--- config.mk ---
export PLATFORM = sky130hd
export DESIGN_NAME = calc2_port_driver_flat
export DESIGN_NICKNAME = d
export VERILOG_FILES = /design/src/rtl/calc2_port_driver_if.sv /design/src/rtl/calc2_port_driver.sv /design/src/flat_wrapper.sv
export SDC_FILE = /design/constraint.sdc
export NUM_CORES = 1
export LEC_CHECK = 0
export ABC_AREA = 1
export BUFFER_PORTS_ARGS = -buffer_cell sky130_fd_sc_hd__buf_2
export CAP_MARGIN = 40
export CORE_UTILIZATION = 55
export DETAILED_ROUTE_END_ITERATION = 12
export HOLD_SLACK_MARGIN = 0.15
export PLACE_DENSITY = 0.87
export SLEW_MARGIN = 0
export SYNTH_ARGS = -nofsm -noshare
export SYNTH_HDL_FRONTEND = slang
export SYNTH_SLANG_ARGS = --single-unit
--- constraint.sdc ---
create_clock -name c_clk -period 5.4 [get_ports c_clk]
set_input_delay 0 -clock c_clk [delete_from_list [all_inputs] [get_ports c_clk]]
set_output_delay 0 -clock c_clk [all_outputs]
set_load 0.01 [all_outputs]
--- src/rtl/calc2_port_driver_if.sv ---
// Request, calc2 port and completion bundle for one calc2_port_driver.
// master is the driver's view; slave is the side that feeds requests and models calc2.
interface calc2_port_driver_if;
  logic        req_valid;
  logic        req_ready;
  logic [3:0]  req_cmd;
  logic [31:0] req_op1;
  logic [31:0] req_op2;
  logic [3:0]  calc_cmd_out;
  logic [31:0] calc_data_out;
  logic [1:0]  calc_tag_out;
  logic [1:0]  calc_resp_in;
  logic [31:0] calc_data_in;
  logic [1:0]  calc_tag_in;
  logic        rsp_valid;
  logic [1:0]  rsp_status;
  logic [31:0] rsp_data;
  logic [1:0]  rsp_tag;

  modport master (
    input  req_valid, req_cmd, req_op1, req_op2,
    input  calc_resp_in, calc_data_in, calc_tag_in,
    output req_ready,
    output calc_cmd_out, calc_data_out, calc_tag_out,
    output rsp_valid, rsp_status, rsp_data, rsp_tag
  );

  modport slave (
    output req_valid, req_cmd, req_op1, req_op2,
    output calc_resp_in, calc_data_in, calc_tag_in,
    input  req_ready,
    input  calc_cmd_out, calc_data_out, calc_tag_out,
    input  rsp_valid, rsp_status, rsp_data, rsp_tag
  );
endinterface

--- src/rtl/calc2_port_driver.sv ---
// Tags whole ops, issues them over two calc2 port cycles and returns one completion per op.
// Issue starts the cycle after accept; req_ready drops while in ISSUE1 or with all 4 tags in use.
module calc2_port_driver #(
  parameter int TIMEOUT = 16
) (
  input  logic                 c_clk,
  input  logic                 reset,
  calc2_port_driver_if.master  bus,
  output logic                 busy,
  output logic                 spurious_err
);

  typedef enum logic [1:0] {IDLE, ISSUE1, ISSUE2} state_e;

  localparam logic [7:0] TO = 8'(TIMEOUT);

  state_e      state_q;
  logic [1:0]  tag_q;
  logic [31:0] op2_q;
  logic [3:0]  out_q;
  logic [7:0]  cnt_q [4];
  logic [3:0]  calc_cmd_q;
  logic [31:0] calc_data_q;
  logic [1:0]  calc_tag_q;
  logic        rsp_valid_q;
  logic [1:0]  rsp_status_q;
  logic [31:0] rsp_data_q;
  logic [1:0]  rsp_tag_q;
  logic        spurious_q;

  logic [3:0]  used;
  logic [3:0]  pending;
  logic [1:0]  free_tag;
  logic [1:0]  pend_tag;
  logic        free_any;
  logic        pend_any;
  logic        req_ready;
  logic        accept;
  logic        resp_hit;
  logic        resp_spur;
  logic        fire_to;

  // The tag being issued is reserved but not yet outstanding, so it cannot be reallocated.
  always_comb begin
    used     = out_q;
    if (state_q != IDLE) used[tag_q] = 1'b1;
    free_any = ~&used;
    free_tag = 2'd0;
    for (int i = 3; i >= 0; i--) begin
      if (!used[i]) free_tag = 2'(i);
    end
    pend_any = 1'b0;
    pend_tag = 2'd0;
    for (int i = 0; i < 4; i++) begin
      pending[i] = out_q[i] && (cnt_q[i] == TO);
    end
    for (int i = 3; i >= 0; i--) begin
      if (pending[i]) begin
        pend_any = 1'b1;
        pend_tag = 2'(i);
      end
    end
  end

  assign req_ready = !reset && (state_q == IDLE || state_q == ISSUE2) && free_any;
  assign accept    = bus.req_valid && req_ready;
  assign resp_hit  = (bus.calc_resp_in != 2'd0) && out_q[bus.calc_tag_in];
  assign resp_spur = (bus.calc_resp_in != 2'd0) && !out_q[bus.calc_tag_in];
  assign fire_to   = !resp_hit && pend_any;

  always_ff @(posedge c_clk) begin
    if (reset) begin
      state_q      <= IDLE;
      tag_q        <= 2'd0;
      op2_q        <= 32'd0;
      out_q        <= 4'd0;
      for (int i = 0; i < 4; i++) cnt_q[i] <= 8'd0;
      calc_cmd_q   <= 4'd0;
      calc_data_q  <= 32'd0;
      calc_tag_q   <= 2'd0;
      rsp_valid_q  <= 1'b0;
      rsp_status_q <= 2'd0;
      rsp_data_q   <= 32'd0;
      rsp_tag_q    <= 2'd0;
      spurious_q   <= 1'b0;
    end else begin
      if (accept) begin
        state_q     <= ISSUE1;
        tag_q       <= free_tag;
        op2_q       <= bus.req_op2;
        calc_cmd_q  <= bus.req_cmd;
        calc_data_q <= bus.req_op1;
        calc_tag_q  <= free_tag;
      end else if (state_q == ISSUE1) begin
        state_q     <= ISSUE2;
        calc_cmd_q  <= 4'd0;
        calc_data_q <= op2_q;
        calc_tag_q  <= tag_q;
      end else begin
        state_q     <= IDLE;
        calc_cmd_q  <= 4'd0;
        calc_data_q <= 32'd0;
        calc_tag_q  <= 2'd0;
      end

      // Counter starts at 0 in the ISSUE2 cycle and saturates at TIMEOUT.
      for (int i = 0; i < 4; i++) begin
        if ((resp_hit && bus.calc_tag_in == 2'(i)) || (fire_to && pend_tag == 2'(i))) begin
          out_q[i] <= 1'b0;
          cnt_q[i] <= 8'd0;
        end else if (state_q == ISSUE1 && tag_q == 2'(i)) begin
          cnt_q[i] <= 8'd0;
        end else begin
          if (state_q == ISSUE2 && tag_q == 2'(i)) out_q[i] <= 1'b1;
          if ((out_q[i] || (state_q == ISSUE2 && tag_q == 2'(i))) && cnt_q[i] != TO)
            cnt_q[i] <= cnt_q[i] + 8'd1;
        end
      end

      if (resp_hit) begin
        rsp_valid_q  <= 1'b1;
        rsp_status_q <= (bus.calc_resp_in == 2'd1) ? 2'd1 : 2'd2;
        rsp_data_q   <= bus.calc_data_in;
        rsp_tag_q    <= bus.calc_tag_in;
      end else if (fire_to) begin
        rsp_valid_q  <= 1'b1;
        rsp_status_q <= 2'd3;
        rsp_data_q   <= 32'd0;
        rsp_tag_q    <= pend_tag;
      end else begin
        rsp_valid_q  <= 1'b0;
        rsp_status_q <= 2'd0;
        rsp_data_q   <= 32'd0;
        rsp_tag_q    <= 2'd0;
      end

      if (resp_spur) spurious_q <= 1'b1;
    end
  end

  assign bus.req_ready     = req_ready;
  assign bus.calc_cmd_out  = calc_cmd_q;
  assign bus.calc_data_out = calc_data_q;
  assign bus.calc_tag_out  = calc_tag_q;
  assign bus.rsp_valid     = rsp_valid_q;
  assign bus.rsp_status    = rsp_status_q;
  assign bus.rsp_data      = rsp_data_q;
  assign bus.rsp_tag       = rsp_tag_q;
  assign busy              = (|out_q) || (state_q != IDLE);
  assign spurious_err      = spurious_q;

endmodule

--- src/flat_wrapper.sv ---
// flat-port wrapper written by rule: the top's interface ports become plain ports
module calc2_port_driver_flat 
#(
  parameter int TIMEOUT = 16
)
  (c_clk, reset, busy, spurious_err, bus_req_valid, bus_req_cmd, bus_req_op1, bus_req_op2, bus_calc_resp_in, bus_calc_data_in, bus_calc_tag_in, bus_req_ready, bus_calc_cmd_out, bus_calc_data_out, bus_calc_tag_out, bus_rsp_valid, bus_rsp_status, bus_rsp_data, bus_rsp_tag);
  calc2_port_driver_if bus_i ();
  input  logic c_clk;
  input  logic reset;
  output logic busy;
  output logic spurious_err;
  input wire logic [$bits(bus_i.req_valid)-1:0] bus_req_valid;
  input wire logic [$bits(bus_i.req_cmd)-1:0] bus_req_cmd;
  input wire logic [$bits(bus_i.req_op1)-1:0] bus_req_op1;
  input wire logic [$bits(bus_i.req_op2)-1:0] bus_req_op2;
  input wire logic [$bits(bus_i.calc_resp_in)-1:0] bus_calc_resp_in;
  input wire logic [$bits(bus_i.calc_data_in)-1:0] bus_calc_data_in;
  input wire logic [$bits(bus_i.calc_tag_in)-1:0] bus_calc_tag_in;
  output wire logic [$bits(bus_i.req_ready)-1:0] bus_req_ready;
  output wire logic [$bits(bus_i.calc_cmd_out)-1:0] bus_calc_cmd_out;
  output wire logic [$bits(bus_i.calc_data_out)-1:0] bus_calc_data_out;
  output wire logic [$bits(bus_i.calc_tag_out)-1:0] bus_calc_tag_out;
  output wire logic [$bits(bus_i.rsp_valid)-1:0] bus_rsp_valid;
  output wire logic [$bits(bus_i.rsp_status)-1:0] bus_rsp_status;
  output wire logic [$bits(bus_i.rsp_data)-1:0] bus_rsp_data;
  output wire logic [$bits(bus_i.rsp_tag)-1:0] bus_rsp_tag;
  assign bus_i.req_valid = bus_req_valid;
  assign bus_i.req_cmd = bus_req_cmd;
  assign bus_i.req_op1 = bus_req_op1;
  assign bus_i.req_op2 = bus_req_op2;
  assign bus_i.calc_resp_in = bus_calc_resp_in;
  assign bus_i.calc_data_in = bus_calc_data_in;
  assign bus_i.calc_tag_in = bus_calc_tag_in;
  assign bus_req_ready = bus_i.req_ready;
  assign bus_calc_cmd_out = bus_i.calc_cmd_out;
  assign bus_calc_data_out = bus_i.calc_data_out;
  assign bus_calc_tag_out = bus_i.calc_tag_out;
  assign bus_rsp_valid = bus_i.rsp_valid;
  assign bus_rsp_status = bus_i.rsp_status;
  assign bus_rsp_data = bus_i.rsp_data;
  assign bus_rsp_tag = bus_i.rsp_tag;
  calc2_port_driver #(.TIMEOUT(TIMEOUT)) u_core (.c_clk(c_clk), .reset(reset), .bus(bus_i), .busy(busy), .spurious_err(spurious_err));
endmodule
Word-level counts from Yosys, hierarchy flattened. Memories as Yosys holds them, arrays and structs flattened. Index checks and enable logic that the tools add are counted.

Bits in registers: 116. Memory bits (writable): 32. Input port bits: 107. Memories kept: 1.

Memory list: u_core.cnt_q (depth 4, width 8, read ports 4, clocked after memory_dff 0, wr ports 4, RTL line calc2_port_driver.sv:21) `logic [7:0] cnt_q [4];`.

Add/sub/neg operators: 4. Order comparisons: 3. Equality and inequality tests: 20. Mux-type cells: 92. Bitwise logic cells: 19. Reduce and logical (&&, ||, !) cells: 64.

Operator list (count): $mux 8 (12); $mux 32 (2); $mux 1 (59); $add 8x1->8 const B (4); $eq 8x5->1 const B (4); $mux 2 (16); $ne 8x5->1 const B (4); $logic_and 1x1->1 (31); $eq 2x2->1 const B (7); $reduce_or 2->1 (7); $or 1x1->1 (12); $eq 2x1->1 const B (5); $logic_or 1x1->1 (10); $logic_not 2->1 (4); $reduce_and 2->1 (4); $lt 2x3->1 const B (2); $not 1->1 (6); $logic_not 1->1 (4); $mux 4 (1); $or 4x4->4 (1); $reduce_and 4->1 (1); $reduce_bool 2->1 (2); $reduce_or 4->1 (1); $bmux 1 s2 (1); 2 further kinds (2).

Longest topological paths before layout. Gate-level depths: netlist of run 1. An unclocked memory read counts as a cell.

Depth in word-level cells: 16. Gate-level depth with buffers: 13. Gate-level depth less buffers: 11.

Worst setup path after synthesis of run 1. OpenSTA, ideal clock, no wires.

Kind: reg-to-reg. Start point: mem u_core.cnt_q[3][0], in the netlist u_core.cnt_q[0][24]. End point: mem u_core.cnt_q[3][0], in the netlist u_core.cnt_q[0][24] (enable). Library setup time: 0.340 ns. Arrival time: 1.502 ns. Required time: 5.060 ns. Path slack: 3.558 ns. Cell stages (with the launch flop): 11. Path buffers: 0. Cells stage by stage: edfxtp_1 -> inv_1 -> ha_1 -> nand2_1 -> nor3_1 -> nand3_1 -> inv_1 -> nand2_1 -> a21boi_0 -> nand2_1 -> nand4_1.

RTL lines (RTL line): start, declared (calc2_port_driver.sv:21).

Final worst setup path of run 1.
Start point: reg u_core.tag_q[0]. End point: reg u_core.op2_q[5].

Word-level cells in the longest chain between the ends: 10.

RTL lines: start, declared (RTL line calc2_port_driver.sv:18) `logic [1:0] tag_q;`; start signal, assigned (RTL line calc2_port_driver.sv:89) `tag_q <= free_tag;`; $lt 2x3->1 (implied by the code) / $ge 2x1->1 (equally long branches) (RTL line calc2_port_driver.sv:46) `if (state_q != IDLE) used[tag_q] = 1'b1;`; $logic_and 1x1->1 (implied by the code) (RTL line calc2_port_driver.sv:46); $mux 1 (implied by the code) (RTL line calc2_port_driver.sv:46); $demux 1 s2 *; $or 4x4->4 (no line) *; $mux 4 * (RTL line calc2_port_driver.sv:46); $reduce_and 4->1 * (RTL line calc2_port_driver.sv:47) `free_any = ~&used;`; $logic_not 1->1 * (RTL line calc2_port_driver.sv:47); $logic_and 1x1->1 * (RTL line calc2_port_driver.sv:65) `assign req_ready = !reset && (state_q == IDLE || state_q == ISSUE2) && free_any;`; $logic_and 1x1->1 * (RTL line calc2_port_driver.sv:66) `assign accept = bus.req_valid && req_ready;`; end signal, assigned (RTL line calc2_port_driver.sv:90) `op2_q <= bus.req_op2;`; end, declared (RTL line calc2_port_driver.sv:19) `logic [31:0] op2_q;`.

Mark *: on every way between the ends. The rest lies on a longest branch, timed or not. A chain may end at the register's enable or synchronous reset.

==> key figures, run 1 <==
Global routing
  • Largest net degree at the start of global routing: 60
  • Vias in the first global route: 6683
  • GR Overflow Total: 0
  • GRT Total Usage: 38.5%
  • Initial antenna violation count: 1
  • First-pass GRT wire length: 33300 um

Timing
  • RSZ-0062 raised after global routing: no
  • Relative slew margins: 47.7%
  • Tcrit/Tclk final: 54.1%
  • Final Hold Fails: 0
  • Max Clk Rate: 342 MHz
  • WHS: 0.208 ns
  • Final setup vio count: 0
  • Final Slew Violations: 0
  • Clk_skew: 0.0124 ns
  • Final Critical Period: 2.92 ns
  • Setup TNS: 0 ns
  • Slew of the pin with the lowest slew margin: 0.784 ns

Worst setup path
  • Setup CP Type: register to register
  • Max stage delay cell, worst path: dlygate4sd3_1
  • Critical Path End Type: register
  • Worst path bufs/invs: 2
  • Crit path largest cell delay: 0.59 ns
  • CP Depth: 10
  • Critical Path RT: 5.87 ns
  • Crit path max fanout: 59
  • Top Family by Delay on Critical Path: buffers and inverters
  • CP arrival: 3.40 ns
  • Startpoint types: register
  • Register-to-Register Path Depth: 10
  • Cell breakdown of the critical path: nor2_1 -> a21oi_1 -> nor2_1 -> nand2_2 -> nand2_4 -> nor2_4 -> buf_4 -> nand2_1 -> a21oi_1 -> dlygate4sd3_1

Logic synthesis
  • Cell Area, Synth: 6120 sq um
  • Synth area leaders: dfxtp_1 (38%), edfxtp_1 (16%), nand2_1 (8.0%), nor2_1 (7.0%), inv_1 (5.7%)
  • Mapped Nets: 815
  • Syn_area_per_cell: 8.75 sq um
  • Area leader, netlist: dfxtp_1
  • Post-synth top cells: nand2_1 (130), dfxtp_1 (116), nor2_1 (115), inv_1 (93), edfxtp_1 (32)
  • Top-count cell post-synth: nand2_1
  • Share of the synthesized area in the top cell type: 37.9%
  • Synth Register Bits: 148
  • Primary FF master, synth: dfxtp_1
  • Seq/Total Area, Yosys: 53.6%
  • Async SR Flop Fraction: 0%
  • Post-synth EDFFs: 32
  • Synthesis warning total: 0
  • Synth Instances: 700
  • Synth cell types: 31

Clock tree
  • CTS Buf Count: 17
  • Clock Latency Late Sink: 0.54 ns
  • Resized cells post-CTS: 0
  • CTS sink count: 148
  • H-tree depth: 4
  • CTS tree: built
  • Worst-path clk slew: 0.07 ns
  • Clk root buf: clkbuf_8
  • Clock buffer depth: 2

Hold path
  • Hold Path Depth: 4
  • Tightest Hold Check Type: input pin to register

Detailed routing
  • DRC Markers: 0
  • Final wirelength: 21600 um
  • Via count: 6242
  • Post-DRT Antenna Nets: 0
  • Via density: 5.26
  • Iter 0 DRT Violations: 580
  • Wire per inst: 18.2 um
  • Drt pass-1 iters: 6

Die
  • Initial Util: 56.5%
  • Num ports: 185
  • # rows: 38
  • Die Span Y: 108 um
  • Core area: 10800 sq um
  • Die width: 108 um
  • Die ar.: 11600 sq um

Final layout
  • Layout Nets: 1147
  • Fill count: 535
  • P&R area growth vs syn: 50.1%
  • Layout cells sized above 1: 27.4%
  • Core Util, Final: 84.8%

Power
  • Peak supply drop: 283 uV
  • Leak: 4.41 nW
  • Cell Pwr Density: 295 nW/um^2

Run
  • Max cap viols: 0

Placed design
  • IO buf count: 184
  • Gpl congestion: 0.841
  • DP Wirelength: 8860 um

Outcome
  • Status: completed
-- placed cells by master (no fill, tap or decap), drive strengths merged, types with 2 or more instances in the layout --
master       count
a21boi           2
a21oi           41
buf            188
bufinv           2
clkbuf          25
clkinv           2
dfxtp          116
dlygate4sd3    148
edfxtp          32
ha               8
inv             99
nand2          153
nand3           28
nand4            9
nor2           117
nor3             5
o21ai           44
xnor2            7
xor2            16
-- worst reg2reg max path, cell delays in order, from the launching register on --
cell	delay, ns
dfxtp_1	0.48
nor2_1	0.12
a21oi_1	0.18
nor2_1	0.09
nand2_2	0.09
nand2_4	0.06
nor2_4	0.21
buf_4	0.56
nand2_1	0.23
a21oi_1	0.25
dlygate4sd3_1	0.59
-- where the power goes --
part	leakage, nW	switching (W)	internal (W)
clock	0.298	0.000479	0.000739
sequential	1.28	0.0000291	0.00117
combinational	2.84	0.000149	0.000142
-- path summary, 6_finish.rpt --
check / end / start / slack, ns
max: u_core.op2_q[5] / u_core.tag_q[0] / 2.48
min: u_core.bus.calc_data_out[20] / bus_req_op1[20] / 0.21
max reg2reg: u_core.op2_q[5] / u_core.tag_q[0] / 2.48
min reg2reg: u_core.spurious_err / u_core.spurious_err / 0.47
-- through the flow --
stage	instances	setup WS, ns	area [sq um]	power, W
3_5_place_dp	1005	3.26	7110	0.00140
3_3_place_gp	1004	3.20	7100	0.00140
2_1_floorplan	700	3.56	6120	0.00133
6_report	1186	2.48	9190	0.00271
5_1_grt	1186	2.34	9190	0.00278
4_1_cts	1185	2.66	9190	0.00265
-- kinds of logic after synthesis --
family          synth area share, %
fa+ha+maj                      1.63
xor+xnor                       3.29
buf+inv                        8.25
simple gates                   23.4
flops                          53.6
compound gates                 9.83
-- repair_timing --
| action | CTS | global route |
|---|---|---|
| buffers inserted | 0 | 0 |
| hold buffers | 148 | 0 |
| endpoints found under the hold margin | 116 | 0 |
-- flip-flops by register name, indices dropped and copies added (netlist names), 4 cells and up --
register,count
u_core.bus.calc_cmd_out,4
u_core.out_q,4
u_core.bus.calc_data_out,32
u_core.op2_q,32
u_core.cnt_q,32
u_core.bus.rsp_data,32
-- cell type report --
class | count | area (sq um) | share of cell area [%]
tap | 140 | 175 | 1.91
clock buffer | 25 | 507 | 5.51
multi-input combinational | 433 | 2340 | 25.4
antenna | 1 | 2.50 | 0.0272
sequential | 148 | 3280 | 35.7
inverter | 96 | 360 | 3.92
clock inverter | 7 | 88.8 | 0.966
timing repair buffer | 336 | 2440 | 26.5
-- metal layers --
layer,wire length [um],vias to the layer above,global-route usage [%]
met4,1240,0,26.0
met5,0,-,0
met2,11200,429,68.1
met3,1720,124,12.9
met1,7450,2835,38.0
li1,-,2854,-
Note: power is estimated with default switching activity, not from simulation.
==> inputs of run 2 (changes only) <==
- ABC_AREA: 1 -> 0
- CORE_UTILIZATION: 55 -> 46
- PLACE_DENSITY: 0.87 -> 0.78
- clock period: 5.4 -> 2.56 ns (I/O delays scaled with it)
==> key figures, run 2 <==
Logic synthesis
  • Post-synthesis adder-cell area fraction: 1.70% (+0.066 points)
  • Synth Register Bits: 148 (unchanged)
  • Top-count cell post-synth: dfxtp_1
  • Async SR Flop Fraction: 0% (unchanged)
  • Primary FF master, synth: dfxtp_1
  • Area leader, netlist: dfxtp_1
  • Mapped Nets: 680 (-17%)
  • Post-synth EDFFs: 32 (unchanged)
  • Synthesis warning total: 0 (unchanged)
  • Synth cell types: 60 (+94%)
  • Synth area leaders: dfxtp_1 (39%), edfxtp_1 (16%), a22o_1 (4.9%), nand3_1 (4.5%), o211ai_1 (4.1%)
  • Largest family of logic cells by synthesized area: simple AND/OR/NAND/NOR gates
  • Post-synth top cells: dfxtp_1 (116), nand3_1 (53), nor2_1 (46), a21oi_1 (41), and2_1 (37)
  • Seq/Total Area, Yosys: 55.8% (+2.2 points)
  • Share of the synthesized area in the top cell type: 39.4% (+1.5 points)
  • Synth Area in XOR/XNOR: 3.57% (+0.28 points)
  • Cell Area, Synth: 5890 sq um (-3.9%)
  • Post-synthesis mux area share: 0.553% (+0.55 points)
  • Post-synthesis simple-gate area fraction: 17.6% (-5.8 points)
  • Post-synthesis compound-gate area fraction: 16.4% (+6.5 points)
  • Syn_area_per_cell: 10.4 sq um (+19%)
  • Synth Instances: 565 (-19%)

Worst setup path
  • Setup CP Type: register to register
  • FF-to-FF End: u_core.cnt_q[0][30]
  • R2r setup slk: 0.19 ns (-2.29 ns)
  • Startpoint types: register
  • Top Family by Delay on Critical Path: simple AND/OR/NAND/NOR gates
  • Reg2reg start: u_core.cnt_q[0][27]
  • Critical Path End Type: register
  • Crit path max fanout: 8 (-86%)
  • Crit path largest cell delay: 0.51 ns (-0.08 ns)
  • Register-to-Register Path Depth: 5 (-5)
  • Worst path bufs/invs: 0 (-2)
  • Max stage delay cell, worst path: or3b_2
  • CP Depth: 5 (-5)
  • CP arrival: 2.44 ns (-0.96 ns)
  • Cell breakdown of the critical path: nor4_1 -> nand4b_1 -> or3b_2 -> nand2b_1 -> nand4_1
  • Critical Path RT: 2.63 ns (-3.24 ns)

Clock tree
  • CTS tree: built
  • Worst-path clk slew: 0.06 ns (about the same)
  • Clock buffer depth: 2 (unchanged)
  • Clk root buf: clkbuf_16
  • Clock Latency Late Sink: 0.42 ns (-0.12 ns)
  • CTS sink count: 148 (unchanged)
  • Post-CTS Setup Inserts: 0 (unchanged)
  • H-tree depth: 4 (unchanged)
  • CTS Buf Count: 17 (unchanged)

Global routing
  • First-pass GRT wire length: 26600 um (-20%)
  • Largest net degree at the start of global routing: 40 (-33%)
  • Initial antenna violation count: 0 (-1)
  • Vias in the first global route: 5635 (-16%)
  • GRT Total Usage: 26.0% (-13 points)
  • GR Overflow Total: 0 (unchanged)

Die
  • Initial Util: 48.0% (-8.5 points)
  • Die width: 115 um (+7.1%)
  • # rows: 40 (+5.3%)
  • Core area: 12300 sq um (+13%)
  • Die ar.: 13300 sq um (+15%)
  • Die Span Y: 115 um (+7.1%)
  • Num ports: 185 (unchanged)

Timing
  • Slew of the pin with the lowest slew margin: 0.536 ns (-0.247 ns)
  • Final setup vio count: 0 (unchanged)
  • Clk_skew: 0.00896 ns (-0.00341 ns)
  • Setup TNS: 0 ns (unchanged)
  • Final Critical Period: 2.37 ns (-0.554 ns)
  • Relative slew margins: 64.3% (+17 points)
  • Tcrit/Tclk final: 92.5% (+38 points)
  • Final Slew Violations: 0 (unchanged)
  • Final Hold Fails: 0 (unchanged)
  • RSZ-0062 raised after global routing: no
  • Max Clk Rate: 422 MHz (+23%)

Detailed routing
  • Final wirelength: 17100 um (-21%)
  • Wire per inst: 16.6 um (-9.1%)
  • Drt pass-1 iters: 6 (unchanged)
  • Iter 0 DRT Violations: 517 (-11%)
  • Via count: 5540 (-11%)
  • Via density: 5.36 (+1.8%)
  • DRC Markers: 0 (unchanged)
  • Post-DRT Antenna Nets: 0 (unchanged)

Final layout
  • Layout Nets: 967 (-16%)
  • Commonest non-fill, non-tap cell in the layout: buf_2
  • P&R area growth vs syn: 45.6%
  • Core Util, Final: 69.9% (-15 points)
  • Layout cells sized above 1: 28.1% (+0.72 points)
  • Fill count: 819 (+53%)
  • Commonest non-fill, non-tap cells in the layout: buf_2 (184), dfxtp_1 (116), dlygate4sd3_1 (108)

Power
  • Clock power frac: 42.0% (-3.0 points)
  • Peak supply drop: 466 uV (+65%)
  • Power share of the sequential group: 46.8% (+2.5 points)
  • Leak: 3.70 nW (-16%)
  • Cell Pwr Density: 639 nW/um^2 (+120%)
  • NetSw: 0.00138 W (+110%)
  • Int Power: 0.00410 W (+100%)
  • Comb pwr share: 11.1% (+0.3 points)
  • Sw frac: 25.2% (+0.94 points)

Hold path
  • Worst hold start: bus_calc_data_in[17]
  • Hold Path Depth: 3 (-1)
  • Tightest Hold Check Type: input pin to register
  • Worst Hold End: u_core.bus.rsp_data[17]

Placed design
  • Gpl congestion: 0.877 (+4.2%)
  • DP Wirelength: 9980 um (+13%)
  • IO buf count: 184 (unchanged)

Run
  • Max cap viols: 0 (unchanged)

Outcome
  • Status: completed
## run 2: cell types whose count changed after synthesis, sizes merged, moves of 33 or more
cell,change
a22o,+33
and2,+37
inv,-79
nand2,-138
nor2,-71
o211ai,+33
o21ai,-37
## run 2: worst max path at each step
| stage | end | start |
|---|---|---|
| floorplan | u_core.cnt_q[0][16] | u_core.cnt_q[0][0] |
| global placement | u_core.cnt_q[0][19] | u_core.cnt_q[0][0] |
| detailed placement | u_core.cnt_q[0][17] | u_core.cnt_q[0][0] |
| CTS | u_core.bus.rsp_status[0] | u_core.cnt_q[0][16] |
| global route | u_core.cnt_q[0][30] | u_core.cnt_q[0][26] |
| finish | u_core.cnt_q[0][30] | u_core.cnt_q[0][27] |
## run 2: final cells by class
cell class              instances  area (sq um)  area share (%)
clock buffers                  18           439            5.12
multi-input cells             363          2360            27.5
repair buffers                305          2100            24.5
diodes                          1          2.50          0.0292
flip-flops and latches        148          3280            38.3
inverters                      17          63.8           0.745
well taps                     168           210            2.45
clock inverters                14           115            1.34
## run 2: power groups by stage
stage                     Clock, W  Sequential, W  Combinational, W
after floorplan                  0        0.00262          0.000258
after global placement           0        0.00260          0.000444
after detailed placement         0        0.00261          0.000454
after CTS                  0.00234        0.00256          0.000583
after global routing       0.00243        0.00258          0.000662
final                      0.00230        0.00257          0.000609
## run 2: timing repair
action / 4_1_cts / 5_1_grt
setup endpoints to repair: 0 / 18
hold buffers: 108 / 0
hold endpoints to repair: 111 / 0
gates resized for setup: 0 / 2
## run 2: worst register-to-register path, delay by kind of cell, from the launching register on
kind	cells	cell delay, ns
flops	1	0.45
simple gates	5	1.57
## run 2: through the flow
step	total power (W)	instances	setup WS, ns	instance area (sq um)	hold slack [ns]
after CTS	0.00548	1033	0.0841	8560	0.288
after global routing	0.00566	1033	0.0303	8570	0.331
after detailed placement	0.00306	893	0.178	6920	0.203
final	0.00548	1034	0.192	8570	0.314
after floorplan	0.00288	565	0.381	5890	0.113
after global placement	0.00305	893	0.289	6920	0.199
## run 2: logic make-up (layout without fill, tap and decap cells)
| logic type | after synthesis | in the layout |
|---|---|---|
| and+or+nand+nor | 195 | 195 |
| DFF | 148 | 148 |
| muxes | 2 | 2 |
| AOI/OAI and AO/OA | 134 | 134 |
| buffers and inverters | 54 | 354 |
| other | 0 | 1 |
| xor gates and xnor gates | 24 | 24 |
| adders and majority gates | 8 | 8 |
## run 2: per-layer routing
metal	wire (um)	up-vias	track usage [%]
li1	-	2607	-
met1	6520	2558	27.5
met2	8690	309	46.6
met3	1240	66	7.06
met4	671	0	14.6
met5	0	-	0
==> inputs of run 3 (changes only) <==
- ABC_AREA: 0 -> 1
- PLACE_DENSITY: 0.78 -> 0.77
==> key figures, run 3 (same netlist as run 1, synthesis figures left out) <==
Final layout
  • Layout Nets: 1148 (+19%)
  • Layout cells sized above 1: 27.9% (-0.18 points)
  • Commonest non-fill, non-tap cells in the layout: buf_2 (184), dlygate4sd3_1 (144), nand2_1 (130)
  • Post-Layout Inst Area: 9250 sq um (+7.9%)
  • P&R area growth vs syn: 51.0%
  • Antenna diode count: 0 (-1)
  • Commonest non-fill, non-tap cell in the layout: buf_2

Worst setup path
  • Critical Path End Type: register
  • Setup CP Type: register to register
  • Register-to-Register Path Depth: 11 (+6)
  • Cell breakdown of the critical path: nand2_1 -> inv_1 -> a21oi_1 -> nor2_1 -> nand2_2 -> nand2_4 -> nor2_4 -> buf_12 -> nand2_1 -> a21oi_1 -> dlygate4sd3_1
  • Crit path largest cell delay: 0.59 ns (+0.08 ns)
  • Reg2reg start: u_core.tag_q[1]
  • CP arrival: 2.76 ns (+0.32 ns)
  • Critical Path RT: 2.92 ns (+0.29 ns)
  • R2r setup slk: 0.16 ns (-0.04 ns)
  • FF-to-FF End: u_core.op2_q[13]
  • Max stage delay cell, worst path: dlygate4sd3_1
  • Crit path max fanout: 57 (+49)
  • Startpoint types: register

Detailed routing
  • Wire per inst: 13.4 um (-19%)
  • Drt pass-1 iters: 5 (-1)
  • Final wirelength: 16400 um (-4.3%)
  • Iter 0 DRT Violations: 279 (-46%)
  • DRC Markers: 0 (unchanged)
  • Via density: 4.67 (-13%)
  • Post-DRT Antenna Nets: 0 (unchanged)
  • Via count: 5683 (+2.6%)

Die
  • Die Span Y: 117 um (+2.0%)
  • Die width: 117 um (+2.0%)
  • Die ar.: 13800 sq um (+4.0%)
  • # rows: 41 (+2.5%)
  • Core area: 12800 sq um (+4.6%)
  • Initial Util: 47.8% (-0.25 points)
  • Num ports: 185 (unchanged)

Placed design
  • DP Wirelength: 8870 um (-11%)
  • IO buf count: 184 (unchanged)
  • Cell Area, Placed: 7180 sq um (+3.8%)
  • Gpl congestion: 0.857 (-2.3%)

Outcome
  • Status: completed

Power
  • Leak: 4.41 nW (+19%)
  • Peak supply drop: 519 uV (+11%)
  • Cell Pwr Density: 607 nW/um^2 (-5.0%)

Global routing
  • Initial antenna violation count: 0 (unchanged)
  • Vias in the first global route: 5754 (+2.1%)
  • Largest net degree at the start of global routing: 58 (+45%)
  • First-pass GRT wire length: 26900 um (+1.1%)
  • GR Overflow Total: 0 (unchanged)
  • GRT Total Usage: 24.5% (-1.5 points)

Hold path
  • Worst Hold End: u_core.bus.calc_data_out[17]
  • Hold Path Depth: 4 (+1)
  • Tightest Hold Check Type: input pin to register
  • Worst hold start: bus_req_op1[17]

Timing
  • Clk_skew: 0.0103 ns (+0.00130 ns)
  • Relative slew margins: 65.8% (+1.5 points)
  • Tcrit/Tclk final: 93.9% (+1.4 points)
  • RSZ-0062 raised after global routing: no
  • Final Slew Violations: 0 (unchanged)
  • Setup TNS: 0 ns (unchanged)
  • Slew of the pin with the lowest slew margin: 0.513 ns (-0.0230 ns)
  • Final setup vio count: 0 (unchanged)
  • Final Hold Fails: 0 (unchanged)
  • Final Critical Period: 2.40 ns (+0.0351 ns)
  • Max Clk Rate: 416 MHz (-1.5%)

Clock tree
  • Worst-path clk slew: 0.06 ns (about the same)
  • H-tree depth: 4 (unchanged)
  • Clock buffer depth: 2 (unchanged)
  • CTS tree: built
  • Clk root buf: clkbuf_16
  • CTS Buf Count: 17 (unchanged)
  • Clock Latency Late Sink: 0.42 ns (about the same)
  • CTS sink count: 148 (unchanged)

Run
  • Max cap viols: 0 (unchanged)
[run 3: cell types whose count changed in the layout (fill, tap and decap cells not counted), sizes merged, moves of 5 or more]
cell         before  now
a22o             33    0
inv              24   97
o211ai           33    0
nand4             4    9
o21ai             7   44
nor2             46  117
clkbuf           18   27
and2             37    0
and3             13    1
nand2            15  153
dlygate4sd3     108  144
nand3            53   28
[run 3: per-stage QoR]
step / util (%) / setup WS [ns] / hold slack (ns) / std cells / total power (W)
after floorplan: - / 0.718 / 0.106 / 700 / 0.00281
after global placement: 56.0 / 0.515 / 0.198 / 1040 / 0.00296
after detailed placement: 56.0 / 0.407 / 0.203 / 1040 / 0.00296
after CTS: 72.0 / 0.200 / 0.301 / 1216 / 0.00563
after global routing: 72.1 / 0.0457 / 0.323 / 1218 / 0.00583
final: 72.1 / 0.156 / 0.317 / 1218 / 0.00562
[run 3: area by class of cell]
type / count / area, sq um
Fill cell: 900 / 3570
Sequential cell: 148 / 3280
Timing Repair Buffer: 337 / 2440
Multi-Input combinational cell: 433 / 2340
Clock buffer: 27 / 556
Inverter: 96 / 360
Tap cell: 172 / 215
Clock inverter: 5 / 57.6
[run 3: worst max-delay path by stage]
stage	startpoint	to	slack, ns	cells after the start
6_report	u_core.tag_q[1]	u_core.op2_q[13]	0.16	11
3_5_place_dp	u_core.cnt_q[0][24]	u_core.cnt_q[0][27]	0.41	10
2_1_floorplan	u_core.cnt_q[0][24]	u_core.cnt_q[0][24]	0.72	10
4_1_cts	u_core.tag_q[1]	u_core.op2_q[14]	0.20	11
5_1_grt	u_core.tag_q[0]	u_core.op2_q[13]	0.05	11
3_3_place_gp	u_core.cnt_q[0][24]	u_core.cnt_q[0][27]	0.51	10
[run 3: critical path: cells and delay by family (launching register included)]
kind	cells	cell delay, ns
compound gates	2	0.47
buf+inv	3	0.89
flops	1	0.35
simple gates	6	0.61
[run 3: what timing repair did]
| action | CTS | global route |
|---|---|---|
| setup endpoints to repair | 0 | 15 |
| hold endpoints to repair | 116 | 0 |
| hold buffers | 144 | 0 |
| gates resized for setup | 0 | 0 |
| setup buffers | 0 | 2 |
[run 3: routing by layer]
layer | global-route usage (%) | vias up | routed length (um)
li1 | - | 2854 | -
met1 | 27.4 | 2585 | 6620
met2 | 43.2 | 211 | 8310
met3 | 6.57 | 33 | 1090
met4 | 11.3 | 0 | 360
met5 | 0 | - | 0
[run 3: report_power, final]
group          leakage [nW]  internal, W  switching, W  total [W]
clock                 0.304      0.00159      0.000926    0.00251
combinational          2.83     0.000304      0.000281   0.000585
sequential             1.28      0.00247     0.0000520    0.00252
